File: config.mk
export PLATFORM = sky130hd
export DESIGN_NAME = fc_x_rd_flat
export DESIGN_NICKNAME = d
export VERILOG_FILES = /design/src/rtl/fc_x_rd_if.sv /design/src/rtl/fc_x_rd.sv /design/src/flat_wrapper.sv
export SDC_FILE = /design/constraint.sdc
export NUM_CORES = 2
export LEC_CHECK = 0
export CAP_MARGIN = 10
export CORE_MARGIN = 3
export CORE_UTILIZATION = 57
export DETAILED_ROUTE_END_ITERATION = 8
export HOLD_SLACK_MARGIN = 0.1
export PLACE_DENSITY_LB_ADDON = 0.25
export SLEW_MARGIN = 20
export SYNTH_ARGS = -nofsm -noshare
export SYNTH_HDL_FRONTEND = slang
export SYNTH_SLANG_ARGS = --single-unit
export TNS_END_PERCENT = 20
File: constraint.sdc
create_clock -name clk -period 14.88 [get_ports clk]
set_clock_uncertainty 0.2 [all_clocks]
set_input_delay 4.464 -clock clk [delete_from_list [all_inputs] [get_ports clk]]
set_output_delay 4.464 -clock clk [all_outputs]
set_load 0.02 [all_outputs]
File: src/rtl/fc_x_rd_if.sv
// Control, RTM read-port and output-stream signals of fc_x_rd.
// The block itself uses the slave side; whoever drives it uses the master side.
interface fc_x_rd_if #(
    parameter int S         = 4,
    parameter int R         = 16,
    parameter int AW        = 12,
    parameter int OUT_BYTES = 16
);
    logic                   start_pulse;
    logic [AW-1:0]          x_addr;
    logic [AW:0]            x_len;
    logic                   busy;
    logic                   done_pulse;
    logic                   rtm_rd_vld;
    logic [S-1:0]           rtm_rd_en;
    logic [S*AW-1:0]        rtm_rd_addr;
    logic [S*R*8-1:0]       rtm_dout;
    logic [OUT_BYTES*8-1:0] out_data;
    logic                   out_vld;
    logic                   out_rdy;
    logic                   out_last;

    modport master (
        output start_pulse, x_addr, x_len, rtm_dout, out_rdy,
        input  busy, done_pulse, rtm_rd_vld, rtm_rd_en, rtm_rd_addr,
               out_data, out_vld, out_last
    );

    modport slave (
        input  start_pulse, x_addr, x_len, rtm_dout, out_rdy,
        output busy, done_pulse, rtm_rd_vld, rtm_rd_en, rtm_rd_addr,
               out_data, out_vld, out_last
    );
endinterface

File: src/rtl/fc_x_rd.sv
// Reads FC input rows from RTM and streams each row as N OUT_BYTES-wide beats.
// Row reads are credit-gated against a small row FIFO so backpressure never drops data.
module fc_x_rd #(
    parameter int S         = 4,
    parameter int R         = 16,
    parameter int RTM_DEPTH = 4096,
    parameter int OUT_BYTES = 16,
    parameter int RD_LAT    = 2
) (
    input  logic     clk,
    input  logic     rst_n,
    fc_x_rd_if.slave bus
);
    localparam int AW     = $clog2(RTM_DEPTH);
    localparam int LW     = AW + 1;
    localparam int ROW_W  = S * R * 8;
    localparam int BEAT_W = OUT_BYTES * 8;
    localparam int N      = (S * R) / OUT_BYTES;
    localparam int KW     = (N > 1) ? $clog2(N) : 1;
    localparam int FD     = RD_LAT + 2;
    localparam int PW     = (FD > 1) ? $clog2(FD) : 1;
    localparam int CW     = $clog2(FD + 1);

    typedef enum logic [1:0] {IDLE, RUN, FIN} state_t;
    state_t state, state_nxt;

    logic [AW-1:0]            addr, issue_addr, rd_addr;
    logic [LW-1:0]            rows_left, rows_base, rows_out;
    logic [CW-1:0]            credits, count;
    logic [PW-1:0]            wr_ptr, rd_ptr;
    logic [KW-1:0]            k;
    logic [RD_LAT:0]          vld_pipe;
    logic [ROW_W-1:0]         mem [FD];
    logic [N-1:0][BEAT_W-1:0] head;
    logic start_ok, issue, push, fifo_vld, hs, beat_end, pop, last_beat;

    function automatic logic [AW-1:0] addr_inc(input logic [AW-1:0] a);
        return (a == AW'(RTM_DEPTH - 1)) ? '0 : a + AW'(1);
    endfunction

    function automatic logic [PW-1:0] ptr_inc(input logic [PW-1:0] p);
        return (p == PW'(FD - 1)) ? '0 : p + PW'(1);
    endfunction

    assign start_ok  = (state == IDLE) && bus.start_pulse;
    assign rows_base = start_ok ? bus.x_len : rows_left;
    assign push      = vld_pipe[RD_LAT];
    assign fifo_vld  = (count != '0);
    assign hs        = fifo_vld && bus.out_rdy;
    assign beat_end  = (k == KW'(N - 1));
    assign pop       = hs && beat_end;
    assign last_beat = fifo_vld && beat_end && (rows_out == LW'(1));

    // The first read goes out straight from IDLE so it lands in the cycle after start.
    always_comb begin
        issue      = 1'b0;
        issue_addr = addr;
        if (start_ok && (bus.x_len != '0)) begin
            issue      = 1'b1;
            issue_addr = bus.x_addr;
        end else if ((state == RUN) && (rows_left != '0) && (credits != '0)) begin
            issue = 1'b1;
        end
    end

    always_ff @(posedge clk or negedge rst_n) begin
        if (!rst_n) state <= IDLE;
        else        state <= state_nxt;
    end

    always_comb begin
        state_nxt = state;
        case (state)
            IDLE:    if (bus.start_pulse) state_nxt = (bus.x_len != '0) ? RUN : FIN;
            RUN:     if (hs && last_beat) state_nxt = FIN;
            FIN:     state_nxt = IDLE;
            default: state_nxt = IDLE;
        endcase
    end

    always_comb begin
        bus.busy       = (state == RUN);
        bus.done_pulse = (state == FIN);
    end

    // vld_pipe[0] is the registered read strobe; vld_pipe[RD_LAT] marks returning data.
    always_ff @(posedge clk or negedge rst_n) begin
        if (!rst_n) begin
            addr      <= '0;
            rd_addr   <= '0;
            rows_left <= '0;
            rows_out  <= '0;
            credits   <= CW'(FD);
            vld_pipe  <= '0;
            wr_ptr    <= '0;
            rd_ptr    <= '0;
            count     <= '0;
            k         <= '0;
        end else begin
            vld_pipe <= {vld_pipe[RD_LAT-1:0], issue};
            if (issue) begin
                addr      <= addr_inc(issue_addr);
                rd_addr   <= issue_addr;
                rows_left <= rows_base - LW'(1);
            end
            credits <= credits - CW'(issue) + CW'(pop);
            if (start_ok)  rows_out <= bus.x_len;
            else if (pop)  rows_out <= rows_out - LW'(1);
            if (push) wr_ptr <= ptr_inc(wr_ptr);
            if (pop)  rd_ptr <= ptr_inc(rd_ptr);
            count <= count + CW'(push) - CW'(pop);
            if (hs) k <= beat_end ? '0 : k + KW'(1);
        end
    end

    always_ff @(posedge clk) begin
        if (push) mem[wr_ptr] <= bus.rtm_dout;
    end

    assign head         = mem[rd_ptr];
    assign bus.out_vld  = fifo_vld;
    assign bus.out_data = fifo_vld ? head[k] : '0;
    assign bus.out_last = last_beat;
    assign bus.rtm_rd_vld = vld_pipe[0];

    for (genvar s = 0; s < S; s++) begin : g_slice
        assign bus.rtm_rd_en[s]             = vld_pipe[0];
        assign bus.rtm_rd_addr[s*AW +: AW]  = rd_addr;
    end
endmodule

File: src/flat_wrapper.sv
// flat-port wrapper written by rule: the top's interface ports become plain ports
module fc_x_rd_flat 
#(
    parameter int S         = 4,
    parameter int R         = 16,
    parameter int RTM_DEPTH = 4096,
    parameter int OUT_BYTES = 16,
    parameter int RD_LAT    = 2
)
  (clk, rst_n, bus_start_pulse, bus_x_addr, bus_x_len, bus_rtm_dout, bus_out_rdy, bus_busy, bus_done_pulse, bus_rtm_rd_vld, bus_rtm_rd_en, bus_rtm_rd_addr, bus_out_data, bus_out_vld, bus_out_last);
  fc_x_rd_if #(.S(S), .R(R), .AW((12)), .OUT_BYTES(OUT_BYTES)) bus_i ();
  input  logic clk;
  input  logic rst_n;
  input wire logic [$bits(bus_i.start_pulse)-1:0] bus_start_pulse;
  input wire logic [$bits(bus_i.x_addr)-1:0] bus_x_addr;
  input wire logic [$bits(bus_i.x_len)-1:0] bus_x_len;
  input wire logic [$bits(bus_i.rtm_dout)-1:0] bus_rtm_dout;
  input wire logic [$bits(bus_i.out_rdy)-1:0] bus_out_rdy;
  output wire logic [$bits(bus_i.busy)-1:0] bus_busy;
  output wire logic [$bits(bus_i.done_pulse)-1:0] bus_done_pulse;
  output wire logic [$bits(bus_i.rtm_rd_vld)-1:0] bus_rtm_rd_vld;
  output wire logic [$bits(bus_i.rtm_rd_en)-1:0] bus_rtm_rd_en;
  output wire logic [$bits(bus_i.rtm_rd_addr)-1:0] bus_rtm_rd_addr;
  output wire logic [$bits(bus_i.out_data)-1:0] bus_out_data;
  output wire logic [$bits(bus_i.out_vld)-1:0] bus_out_vld;
  output wire logic [$bits(bus_i.out_last)-1:0] bus_out_last;
  assign bus_i.start_pulse = bus_start_pulse;
  assign bus_i.x_addr = bus_x_addr;
  assign bus_i.x_len = bus_x_len;
  assign bus_i.rtm_dout = bus_rtm_dout;
  assign bus_i.out_rdy = bus_out_rdy;
  assign bus_busy = bus_i.busy;
  assign bus_done_pulse = bus_i.done_pulse;
  assign bus_rtm_rd_vld = bus_i.rtm_rd_vld;
  assign bus_rtm_rd_en = bus_i.rtm_rd_en;
  assign bus_rtm_rd_addr = bus_i.rtm_rd_addr;
  assign bus_out_data = bus_i.out_data;
  assign bus_out_vld = bus_i.out_vld;
  assign bus_out_last = bus_i.out_last;
  fc_x_rd #(.S(S), .R(R), .RTM_DEPTH(RTM_DEPTH), .OUT_BYTES(OUT_BYTES), .RD_LAT(RD_LAT)) u_core (.clk(clk), .rst_n(rst_n), .bus(bus_i));
endmodule
# Word level (Yosys, flattened, before mapping)
# Memories as Yosys holds them, arrays and structs flattened.
# Cells that the tools add are included.
# Widths: inputs -> output; s select.
# word_totals
ff_bits,67
mem_bits_rw,2048
input_bits,541
out_inout_bits,185
word_cells,67
memories,1
# op_classes
addsub,10
magnitude_cmp,1
eq_ne,9
mux,19
reduce_logical,16
# memory_table
name,depth,word_bits,rd,rd_clocked_by_memory_dff,wr,line,source
u_core.mem,4,512,1,0,1,fc_x_rd.sv:33,logic [ROW_W-1:0] mem [FD];
# op_table
operator,count
$bmux 128 s2,1
$mux 128,2
$mux 13,3
$reduce_bool 13->1,2
$sub 13x1->13 const B,2
$mux 12,2
$eq 13x1->1 const B,1
$add 12x1->12 const B,1
$eq 12x12->1 const B,1
$mux 2,6
$logic_and 1x1->1,9
$eq 2x2->1 const B,4
$add 2x1->2 const B,3
$add 3x1->3,2
$reduce_bool 3->1,2
$sub 3x1->3,2
$mux 1,4
$pmux 2 s2,1
$lt 2x3->1 const B,1
$eq 2x1->1 const B,1
$logic_not 2->1,1
$ne 2x1->1 const B,1
$ne 2x2->1 const B,1
$reduce_and 2->1,1
$reduce_bool 2->1,1

# Logic depth before layout (Yosys ltp)
# depth
word_depth,7
mapped_depth,12
ltp_nobuf,11

# Worst setup path after synthesis
# Ideal clock, no wire load.
# synth_timing
path_type,reg-to-reg
from,register u_core.wr_ptr[0]
to,memory u_core.mem[0][0] (netlist name) (enable)
t_arrival_ns,12.159
t_required_ns,13.739
setup_slack_ns,1.580
path_stages_with_launch,4
n_path_buf,0
path_cell_list,dfrtp_1 -> inv_1 -> ha_1 -> and2_1
# synth_lines
item,line,source
from (decl),fc_x_rd.sv:30,"logic [PW-1:0] wr_ptr, rd_ptr;"
from (signal assigned),fc_x_rd.sv:109,if (push) wr_ptr <= ptr_inc(wr_ptr);
to (decl),fc_x_rd.sv:33,
# Straight into the memory's write port.

# Final worst setup path
# layout_timing
from,register u_core.rd_ptr[0]
to,output bus_out_data[110]
# layout_via
elab_chain_cells,4
# layout_lines
item,line,source
from (decl),fc_x_rd.sv:30,
from (signal assigned),fc_x_rd.sv:110,if (pop) rd_ptr <= ptr_inc(rd_ptr);
$mem_v2 4x512,--,
$bmux 128 s2,fc_x_rd.sv:122,assign bus.out_data = fifo_vld ? head[k] : '0;
$mux 128 (implied by the code),fc_x_rd.sv:122,
$mux 128,fc_x_rd.sv:122,
to (decl),flat_wrapper.sv:24,output wire logic [$bits(bus_i.out_data)-1:0] bus_out_data;
# Every way passes these cells. The select of a mux whose other input is x is not followed.

==> flow_summary.toml <==
[cts]
cts_resized = 0
clkSinkCount = 2115
cts_tree = "built"
path_clk_slew_ns = 0.06
cts_buffers = 204
insertion_delay_ns = 0.80
h-tree-depth = 4
clockBufferDepth = 3
cts_root_buffer = "clkbuf_16"
cts_setup_buffers = 0
cts_hold_buffers = 0

[floorplanning]
die_width_um = 384.9
io_pins = 726
start_util = 0.5759
rows = 138
die_h_um = 384.9
core_sq_um = 142100
die-area_sq_um = 148200

[setup_path]
worstRegToRegCells = 6
crit_path_start_kind = "flip-flop"
crit_fanout = 74
worst_setup_path_end_kind = "output port"
cp_data_arrival_time_ns = 5.21
critPathKind = "flip-flop to output port"
critPathRequiredTime_ns = 10.22

[sta]
rsz0062_at_grt = "no"
fin_setup_tns_ns = 0
hold_viol = 0
period_minus_slack_ns = 9.870
timing.hold.ws_ns = 0.2007
maxSlewHeadroom = 0.2499
fmax_ghz = 0.1013
period_share = 0.6633
tightestPinTransition_ns = 1.125
slew_viol_final = 0
setup_violations = 0

[global_routing]
grt_pass1_wl_um = 261400
antenna_found_initial = 74
grt_max_degree = 144
grt.overflow.total = 0
first_global_vias = 39770
grtUsageTotal = 0.2391

[finish]
final_common_cell = "edfxtp_1"
final_nets = 4819
fin_area_sq_um = 97560
drive_above_1_share = 0.2248
area_growth_pct = 19.22
layout_common_cells = "2048 x edfxtp_1, 724 x clkdlybuf4s50_1, 640 x mux4_2, 210 x clkbuf_16, 132 x and2_1"
stdcell_count = 6369

[worst_hold_path]
hold_depth = 0
hp-class = "flip-flop to flip-flop"

[synth]
synth_ff_type = "edfxtp_1"
synth_area_sq_um = 81830
synth-edff-count = 2048
syn-num-nets = 4056
synth_area_leader_cell = "edfxtp_1"
synthDistinctLibCells = 65
ys_ff_latch = 2115
synth-seq-area-share = 0.7720
synth_top_cell_area_share = 0.7515
ys_warn_count = 0
syn_inst = 3499
synthTopCellsByArea = "edfxtp_1 75%, mux4_2 18%, dfrtp_1 2.0%"
synthArstFlopShare = 0.03168
avgSynthCellArea_sq_um = 23.39

[detailed_routing]
wl_met1_um = 67480
wl_um = 175400
wl_met3_um = 15850
route.met2.wl_um = 87220
vias_per_cell = 6.034
wire_per_inst_um = 27.54
drcViolationCount = 0
maxUsedRoutingLayer = "met5"
first_pass_iters = 6
drtIter0Drc = 2967
vias = 38430
detail-route-antenna-nets = 0

[placed_design]
finalWeightedCongestion = 0.8366
post_dp_cell_area_sq_um = 90970
dp_hpwl_um = 102900
dp.cells = 5946
placement.io_buffers = 725

[pwr]
swShare = 0.3066
finalPower_w = 0.02208
cellPowerDensity_nw_per_um2 = 226.3
leakagePower_nw = 31.21
power.share.sequential = 0.427
p_switching_w = 0.006769
combPwrFrac = 0.348
peakVddDrop_mv = 0.2164
clkPwrFrac = 0.224
p_int_w = 0.01531

[status]
status = "complete, no violations"

[job]
max_cap_violations = 0
## per-stage QoR
step	setup slack, ns	util
floorplan	1.580	-
global placement	5.730	0.6402
detailed placement	5.710	0.6402
CTS	4.785	0.6856
global route	4.616	0.6859
finish	5.010	0.6865
## state kept, by name, indices dropped and copies added (netlist names)
signal            flops
u_core.count          3
u_core.rd_addr       12
u_core.mem         2048
u_core.vld_pipe       3
u_core.state          2
u_core.k              2
u_core.rd_ptr         2
u_core.wr_ptr         2
u_core.rows_out      13
u_core.rows_left     13
u_core.addr          12
u_core.credits        3
## Yosys cell counts, drive strengths merged, types with 4 or more instances
library cell,count
ha,14
inv,20
mux2i,7
o21ai,28
or4,5
a31oi,13
o32ai,4
and2,136
nor3,24
xor2,11
dfrtp,66
or3,8
edfxtp,2048
nor4,8
a211oi,4
and3,9
buf,118
a21oi,24
mux4,640
nand4,8
mux2,6
nor2,49
nand3,14
clkbuf,101
nand2,71
xnor2,16
## power by group through the flow
stage | clock (W) | combinational (W) | sequential (W)
4_1_cts | 0.00506 | 0.00784 | 0.00944
2_1_floorplan | 0 | 0.00509 | 0.0105
6_report | 0.00495 | 0.00769 | 0.00943
5_1_grt | 0.00530 | 0.00820 | 0.00958
3_5_place_dp | 0 | 0.00779 | 0.00954
3_3_place_gp | 0 | 0.00775 | 0.00943
## path summary, 6_finish.rpt
path                                    start                 end  slack [ns]
max                          u_core.rd_ptr[0]   bus_out_data[110]        5.01
min                        u_core.vld_pipe[1]  u_core.vld_pipe[2]        0.20
max reg2reg                  u_core.wr_ptr[1]   u_core.mem[1][99]       10.40
min reg2reg                u_core.vld_pipe[1]  u_core.vld_pipe[2]        0.20
max in group asynchronous               rst_n    u_core.rd_ptr[1]       10.09
min in group asynchronous               rst_n   u_core.rd_addr[0]        3.67
## per-layer routing
layer	GRT usage	up-vias
li1	-	16440
met1	0.3231	20240
met2	0.3800	1400
met3	0.07421	302
met4	0.07190	54
met5	0	-
## worst max-delay path, cell delays in order (launching register included)
cell and delay, ns:
dfrtp_4 0.97, buf_12 0.52, buf_4 0.86, mux4_2 0.60
mux4_2 0.50, and2_1 0.18, clkdlybuf4s50_1 0.54
## final cells by class
type / count / area (sq um)
sequential: 2115 / 63190
fill: 8513 / 44540
multi-input combinational: 1145 / 17550
timing repair buffer: 776 / 7785
clock buffer: 246 / 5390
tap: 1890 / 2365
clock inverter: 125 / 1070
antenna: 52 / 130.1
inverter: 20 / 75.07
## logic make-up after synthesis
kind of cell,after synthesis,synth area share
mux,653,0.1778
fa+ha+maj,16,0.002630
flops,2115,0.7720
buf+inv,239,0.01373
simple gates,344,0.02277
compound gates,105,0.008149
xor+xnor,27,0.002890
Power figures use the tool's default switching activity.
